`config.mk`:
```
export PLATFORM = sky130hd
export DESIGN_NAME = csa_pipe_acc
export DESIGN_NICKNAME = d
export VERILOG_FILES = /design/src/rtl/csa_pkg.sv /design/src/rtl/csa_row.sv /design/src/rtl/csa_pipe_acc.sv
export SDC_FILE = /design/constraint.sdc
export NUM_CORES = 1
export LEC_CHECK = 0
export BUFFER_PORTS_ARGS = -buffer_cell sky130_fd_sc_hd__buf_2
export CAP_MARGIN = 25
export CELL_PAD_IN_SITES_DETAIL_PLACEMENT = 0
export CELL_PAD_IN_SITES_GLOBAL_PLACEMENT = 2
export CORE_ASPECT_RATIO = 1.2
export CORE_UTILIZATION = 35
export CTS_BUF_LIST = sky130_fd_sc_hd__clkbuf_8
export DETAILED_ROUTE_END_ITERATION = 6
export HOLD_SLACK_MARGIN = 0.08
export PLACE_DENSITY_LB_ADDON = 0.1
export SLEW_MARGIN = 20
export SYNTH_ARGS = -nofsm -noshare
export SYNTH_HDL_FRONTEND = slang
export SYNTH_SLANG_ARGS = --single-unit
export TNS_END_PERCENT = 1
```
`constraint.sdc`:
```
create_clock -name clk -period 2.33 [get_ports clk]
set_input_delay 0.3495 -clock clk [delete_from_list [all_inputs] [get_ports clk]]
set_output_delay 0.3495 -clock clk [all_outputs]
set_load 0.02 [all_outputs]
```
`src/rtl/csa_pkg.sv`:
```
// Shared definitions for the carry-save pipelined accumulator: mode encoding and default widths.
// Latency: none (definitions only).
// Backpressure: not applicable.
package csa_pkg;

    localparam int DEF_WIDTH = 20;
    localparam int DEF_ACC_W = 24;

    typedef enum logic [1:0] {
        MODE_SUM  = 2'd0,
        MODE_ACC  = 2'd1,
        MODE_LOAD = 2'd2,
        MODE_RSVD = 2'd3
    } mode_e;

endpackage

```
`src/rtl/csa_row.sv`:
```
// W-bit 3:2 compressor row: sum = a^b^c, carry = majority(a,b,c) pre-shifted by one (weighted).
// Latency: purely combinational.
// Backpressure: none; the caller owns any holding.
// Ports: a, b, c in (W); sum, carry out (W); sum + carry == a + b + c mod 2^W.
module csa_row #(
    parameter int W = 24
) (
    input  logic [W-1:0] a,
    input  logic [W-1:0] b,
    input  logic [W-1:0] c,
    output logic [W-1:0] sum,
    output logic [W-1:0] carry
);

    assign sum   = a ^ b ^ c;
    // Shifting the full vector drops the top majority bit, which is the mod 2^W wrap.
    assign carry = ((a & b) | (a & c) | (b & c)) << 1;

endmodule

```
`src/rtl/csa_pipe_acc.sv`:
```
// Three-stage carry-save adder/accumulator: S1 3:2 of a,b,c; S2 4:2 merge with acc; S3 carry-propagate.
// Latency: 3 cycles acceptance-to-out_valid, 1 transaction/cycle.
// Backpressure: stall = out_valid & ~out_ready freezes every stage; in_ready = ~stall.
// Ports: clk, rst_n (async, active-low); in_valid/in_ready, in_a/in_b/in_c (WIDTH), in_mode (2);
//        out_valid/out_ready, out_sum/out_carry (ACC_W, carry-save), out_total (ACC_W).
module csa_pipe_acc
    import csa_pkg::*;
#(
    parameter int WIDTH = DEF_WIDTH,
    parameter int ACC_W = DEF_ACC_W
) (
    input  logic             clk,
    input  logic             rst_n,
    input  logic             in_valid,
    output logic             in_ready,
    input  logic [WIDTH-1:0] in_a,
    input  logic [WIDTH-1:0] in_b,
    input  logic [WIDTH-1:0] in_c,
    input  logic [1:0]       in_mode,
    output logic             out_valid,
    input  logic             out_ready,
    output logic [ACC_W-1:0] out_sum,
    output logic [ACC_W-1:0] out_carry,
    output logic [ACC_W-1:0] out_total
);

    // Three operands can grow by two bits; a narrower accumulator would lose a single sum.
    generate
        if (ACC_W < WIDTH + 2) begin : g_bad_acc_w
            $error("csa_pipe_acc: ACC_W must be at least WIDTH+2");
        end
        if (WIDTH < 4 || WIDTH > 64) begin : g_bad_width
            $error("csa_pipe_acc: WIDTH must be in 4..64");
        end
    endgenerate

    logic             stall;
    logic             adv;

    // S1 registers: compressed operand pair
    logic             s1_vld;
    mode_e            s1_mode;
    logic [ACC_W-1:0] s1_sum;
    logic [ACC_W-1:0] s1_carry;

    // S2 registers and the carry-save accumulator
    logic             s2_vld;
    logic [ACC_W-1:0] s2_sum;
    logic [ACC_W-1:0] s2_carry;
    logic [ACC_W-1:0] acc_s;
    logic [ACC_W-1:0] acc_c;

    logic             s3_vld;

    logic [ACC_W-1:0] a_ext;
    logic [ACC_W-1:0] b_ext;
    logic [ACC_W-1:0] c_ext;
    logic [ACC_W-1:0] r1_sum;
    logic [ACC_W-1:0] r1_carry;
    logic [ACC_W-1:0] m_in_s;
    logic [ACC_W-1:0] m_in_c;
    logic [ACC_W-1:0] m1_sum;
    logic [ACC_W-1:0] m1_carry;
    logic [ACC_W-1:0] m2_sum;
    logic [ACC_W-1:0] m2_carry;
    logic             acc_we;

    assign stall     = s3_vld & ~out_ready;
    assign adv       = ~stall;
    assign in_ready  = ~stall;
    assign out_valid = s3_vld;

    assign a_ext = {{(ACC_W-WIDTH){1'b0}}, in_a};
    assign b_ext = {{(ACC_W-WIDTH){1'b0}}, in_b};
    assign c_ext = {{(ACC_W-WIDTH){1'b0}}, in_c};

    csa_row #(.W(ACC_W)) u_row_s1 (
        .a     (a_ext),
        .b     (b_ext),
        .c     (c_ext),
        .sum   (r1_sum),
        .carry (r1_carry)
    );

    // Only accumulate mode folds in the old accumulator; every other mode merges with zero,
    // so sum/reserved/load all produce a+b+c through the same two rows.
    assign m_in_s = (s1_mode == MODE_ACC) ? acc_s : '0;
    assign m_in_c = (s1_mode == MODE_ACC) ? acc_c : '0;

    csa_row #(.W(ACC_W)) u_row_s2a (
        .a     (s1_sum),
        .b     (s1_carry),
        .c     (m_in_s),
        .sum   (m1_sum),
        .carry (m1_carry)
    );

    csa_row #(.W(ACC_W)) u_row_s2b (
        .a     (m1_sum),
        .b     (m1_carry),
        .c     (m_in_c),
        .sum   (m2_sum),
        .carry (m2_carry)
    );

    // The accumulator is written on the same edge that moves the transaction out of S2,
    // so the next transaction in S2 sees the update without forwarding or stalling.
    assign acc_we = adv & s1_vld & ((s1_mode == MODE_ACC) | (s1_mode == MODE_LOAD));

    always_ff @(posedge clk or negedge rst_n) begin
        if (!rst_n) begin
            s1_vld    <= 1'b0;
            s1_mode   <= MODE_SUM;
            s1_sum    <= '0;
            s1_carry  <= '0;
            s2_vld    <= 1'b0;
            s2_sum    <= '0;
            s2_carry  <= '0;
            acc_s     <= '0;
            acc_c     <= '0;
            s3_vld    <= 1'b0;
            out_sum   <= '0;
            out_carry <= '0;
            out_total <= '0;
        end else begin
            if (adv) begin
                // Valids always advance so bubbles keep their slot.
                s1_vld <= in_valid;
                s2_vld <= s1_vld;
                s3_vld <= s2_vld;
                if (in_valid) begin
                    s1_mode  <= mode_e'(in_mode);
                    s1_sum   <= r1_sum;
                    s1_carry <= r1_carry;
                end
                if (s1_vld) begin
                    s2_sum   <= m2_sum;
                    s2_carry <= m2_carry;
                end
                if (s2_vld) begin
                    out_sum   <= s2_sum;
                    out_carry <= s2_carry;
                    out_total <= s2_sum + s2_carry;
                end
            end
            if (acc_we) begin
                acc_s <= m2_sum;
                acc_c <= m2_carry;
            end
        end
    end

endmodule

```
==> PnR_summary.wiki <==
{| class="wikitable"
! Metric !! Value
|-
| Outcome || completed
|-
| Worst max-slew margin expressed relative to the limit || 65.9%
|-
| Main flop type after synthesis || sky130_fd_sc_hd__dfrtp_1
|-
| Number of antenna-violating nets in the routed design || 0
|-
| Vertical die dimension || 192 um
|-
| Hold WC Path Type || in -> reg
|-
| Cell types with the largest area share after synthesis || sky130_fd_sc_hd__dfrtp_1 49%, sky130_fd_sc_hd__mux2_2 14%, sky130_fd_sc_hd__fa_1 11%
|-
| Growth of design area from synthesis to finish || 23.2%
|-
| Proportion of power drawn by combinational gates || 48.0%
|-
| Hold path start || in_c[0]
|-
| Crit end category || register
|-
| DRC viols || 0
|-
| Per-cell via count in the routed design || 4.50
|-
| Number of DRC violations after detailed-routing iteration 0 || 288
|-
| Clk buf depth || 3
|-
| Smallest hold slack || 0.190 ns
|-
| Initial antenna violation count || 0
|-
| Pwr Total || 17.3 mW
|-
| Effective utilization at floorplan || 35.6%
|-
| Clock latency on the worst-skew pair || 0.55 ns
|-
| Post-detail-place hpwl || 17.5 mm
|-
| Time the final worst path needs with I/O delays and setup || 2.32 ns
|-
| Max FO, Critical Path || 3
|-
| Internal Dissipation || 10.5 mW
|-
| Most numerous cell in the Yosys netlist || sky130_fd_sc_hd__dfrtp_1
|-
| Cell type of the slowest stage on the worst timing path || sky130_fd_sc_hd__or4_1
|-
| Total count of max-transition violations in the final report || 0
|-
| Count of distinct cell types in the synthesized netlist || 47
|-
| Sw Share || 39.5%
|-
| Portion of total power attributed to the clock network || 18.9%
|-
| Layout Nets || 1,280
|-
| Leakage power of the design || 6.60 nW
|-
| Setup repair after global routing missed its margin || yes
|-
| Post-synthesis register bit count || 205
|-
| Overall routed net length || 23.7 mm
|-
| Top cells by count, synth || 205 x sky130_fd_sc_hd__dfrtp_1, 192 x sky130_fd_sc_hd__nand2_1, 132 x sky130_fd_sc_hd__mux2_2
|-
| R2R Path End || out_total[22]
|-
| Clock root buffer || sky130_fd_sc_hd__clkbuf_8
|-
| Slew @ Worst Pin || 0.512 ns
|-
| Part of the cycle the worst path needs || 99.8%
|-
| Worst path max stage delay || 0.40 ns
|-
| Proportion of power drawn by flip-flops and latches || 33.1%
|-
| Port Buffers || 137
|-
| Setup crit end || out_total[22]
|-
| Global-route wire length before repair || 39.5 mm
|-
| Mapped Area || 10,500 um2
|-
| Maximum number of pins on one net before global-route repair || 64
|-
| Number of warnings issued by yosys || 0
|-
| Pwr/cell area || 1340 nW/um2
|-
| Final Hold Viols || 0
|-
| Sequential-to-total area share from yosys stat || 48.8%
|-
| Clock transition at the registers of the reported paths || 0.06 ns
|-
| Asr flop ratio synth || 100%
|-
| Number of optimization iterations in the first detailed-route pass || 4
|-
| Congestion Overflow GR || 0
|-
| GPL Wtd Cong || 0.816
|-
| Launch point of the worst path || s2_carry[2]
|-
| Post-Synthesis Mean Instance Area || 11.4 um2
|-
| Number of levels in the clock H-tree || 2
|-
| Final count of negative-setup-slack endpoints || 0
|-
| # rows || 69
|-
| Smallest setup slack after layout || 0.00536 ns
|-
| Net Sw Power || 6.84 mW
|-
| Largest voltage drop on the vdd net || 406 uV
|-
| Sinks on the clock net || 205
|-
| Die area || 30,700 um2
|-
| Number of enable-type register cells in the synthesized netlist || 0
|-
| Setup Skew || 0.0132 ns
|-
| TritonCTS clock tree || done
|-
| Chain of cells forming the critical path || ha_2 > inv_2 > fa_2 > nand2b_4 > a21oi_2 > a211oi_2 > o41ai_2 > buf_4 > a221oi_2 > or4_1 > nand3_1
|-
| Core box area || 29,500 um2
|-
| Final-layout setup total negative slack || 0 ns
|-
| Startpoint-to-endpoint class of the critical path || reg -> reg
|-
| Number of filler instances in the final layout || 2,960
|-
| Total CTS buffers || 37
|-
| Minimum setup slack among reg-to-reg paths || 0.005 ns
|-
| FF-to-FF path depth || 11
|-
| Synthesized netlist cell count || 925
|-
| Worst Setup Slack post-DPL || -0.0991 ns
|-
| Peak Freq || 0.430 GHz
|-
| Post-synthesis cell type with the largest combined area || sky130_fd_sc_hd__dfrtp_1
|-
| Routed wire per std cell || 15.3 um
|-
| Ant. Diodes || 0
|-
| Fraction of layout cells with a size suffix above 1 || 35.9%
|-
| Worst path required time || 2.82 ns
|-
| Number of top-level pins || 140
|-
| Startpoint type of the worst setup path || register
|-
| Via total after detailed routing || 6,963
|-
| MaxCap Viol Count || 0
|-
| Vias in the first global route || 7,290
|-
| Core Util, Final || 43.8%
|-
| Die outline width || 160 um
|-
| Area share of the leading cell type in the synthesized netlist || 48.8%
|-
| Data arrival time of the critical path || 2.81 ns
|-
| Total routing usage reported by global routing || 16.3%
|-
| FF-to-FF Start || s2_carry[2]
|}
==> per-stage QoR <==
stage | cells | area, um2
after global placement | 1474 | 12100
after floorplan | 926 | 10500
after CTS | 1546 | 12900
after global routing | 1547 | 12900
after detailed placement | 1474 | 12100
final | 1547 | 12900
==> state kept, by name (all words and copies together), names as in the netlist <==
register	cells
acc_c	22
acc_s	24
out_carry	22
out_sum	24
out_total	22
out_valid	1
s1_carry	20
s1_mode	2
s1_sum	20
s1_vld	1
s2_carry	22
s2_sum	24
s2_vld	1
==> power groups by stage <==
stage          combinational (mW)  clock [mW]  sequential (mW)
2_1_floorplan                4.77           0             6.15
3_3_place_gp                 8.15           0             5.77
3_5_place_dp                 8.25           0             5.79
4_1_cts                      8.31        3.44             5.74
5_1_grt                      9.34        3.60             5.93
6_report                     8.30        3.27             5.72
==> metal layers <==
metal  vias up  global-route usage [%]  wire, um
li1       3451                       -         -
met1      3327                    25.0     12600
met2       148                    22.7      9510
met3        37                    2.92       893
met4         0                    6.23       609
met5         -                       0         0
==> cell families after synthesis <==
kind of cell | synth area share (%)
xor gates and xnor gates | 1.17
muxes | 14.2
adders and majority gates | 14.5
DFF | 48.8
AOI/OAI and AO/OA | 5.40
buffers and inverters | 4.73
and+or+nand+nor | 11.0
other | 0.0357
==> area by class of cell <==
| class | count | area [um2] | share of cell area, % |
|---|---|---|---|
| clock buffer | 44 | 606 | 4.68 |
| multi-input combinational | 595 | 4980 | 38.5 |
| clock inverter | 24 | 115 | 0.889 |
| tap | 390 | 488 | 3.77 |
| sequential | 205 | 5130 | 39.6 |
| timing repair buffer | 206 | 1310 | 10.1 |
| inverter | 83 | 312 | 2.41 |
==> layout by cell type, fill, tap and decap left out, types with 5 or more instances in the layout <==
cell type and n:
sky130_fd_sc_hd__a21o_1 8, sky130_fd_sc_hd__and2_1 28, sky130_fd_sc_hd__buf_2 136, sky130_fd_sc_hd__nand4_1 7, sky130_fd_sc_hd__nor3_1 5, sky130_fd_sc_hd__nand3_1 6, sky130_fd_sc_hd__a21oi_1 21, sky130_fd_sc_hd__xor2_1 12
sky130_fd_sc_hd__buf_12 7, sky130_fd_sc_hd__clkbuf_8 45, sky130_fd_sc_hd__buf_4 58, sky130_fd_sc_hd__mux2_2 132, sky130_fd_sc_hd__fa_1 59, sky130_fd_sc_hd__o21ai_0 24, sky130_fd_sc_hd__nor2_1 18, sky130_fd_sc_hd__ha_1 22
sky130_fd_sc_hd__inv_1 95, sky130_fd_sc_hd__clkinv_2 6, sky130_fd_sc_hd__nand2_1 189, sky130_fd_sc_hd__dfrtp_1 204
==> worst max-delay path: cells and delay by family (launching register included) <==
kind | cells | cell delay, ns
buffers and inverters | 2 | 0.21
DFF | 1 | 0.35
adders and majority gates | 2 | 0.55
AOI/OAI and AO/OA | 4 | 0.49
and+or+nand+nor | 3 | 0.64
==> timing repair <==
item / in CTS / in global routing
gates cloned: 0 / 0
hold buffers: 3 / 0
setup endpoints to repair: 11 / 49
buffers inserted: 1 / 1
hold endpoints to repair: 53 / 0
pin swaps: 8 / 6
gates resized for setup: 7 / 14
==> worst min path at each step <==
stage                     cells past startpoint      endpoint
after detailed placement                      1  out_total[3]
after CTS                                     3     s1_sum[1]
final                                         3     s1_sum[0]
after global routing                          3  s1_carry[17]
after floorplan                               0     acc_c[10]
after global placement                        1  out_total[3]
No activity file was read; power rests on OpenSTA's default activity.
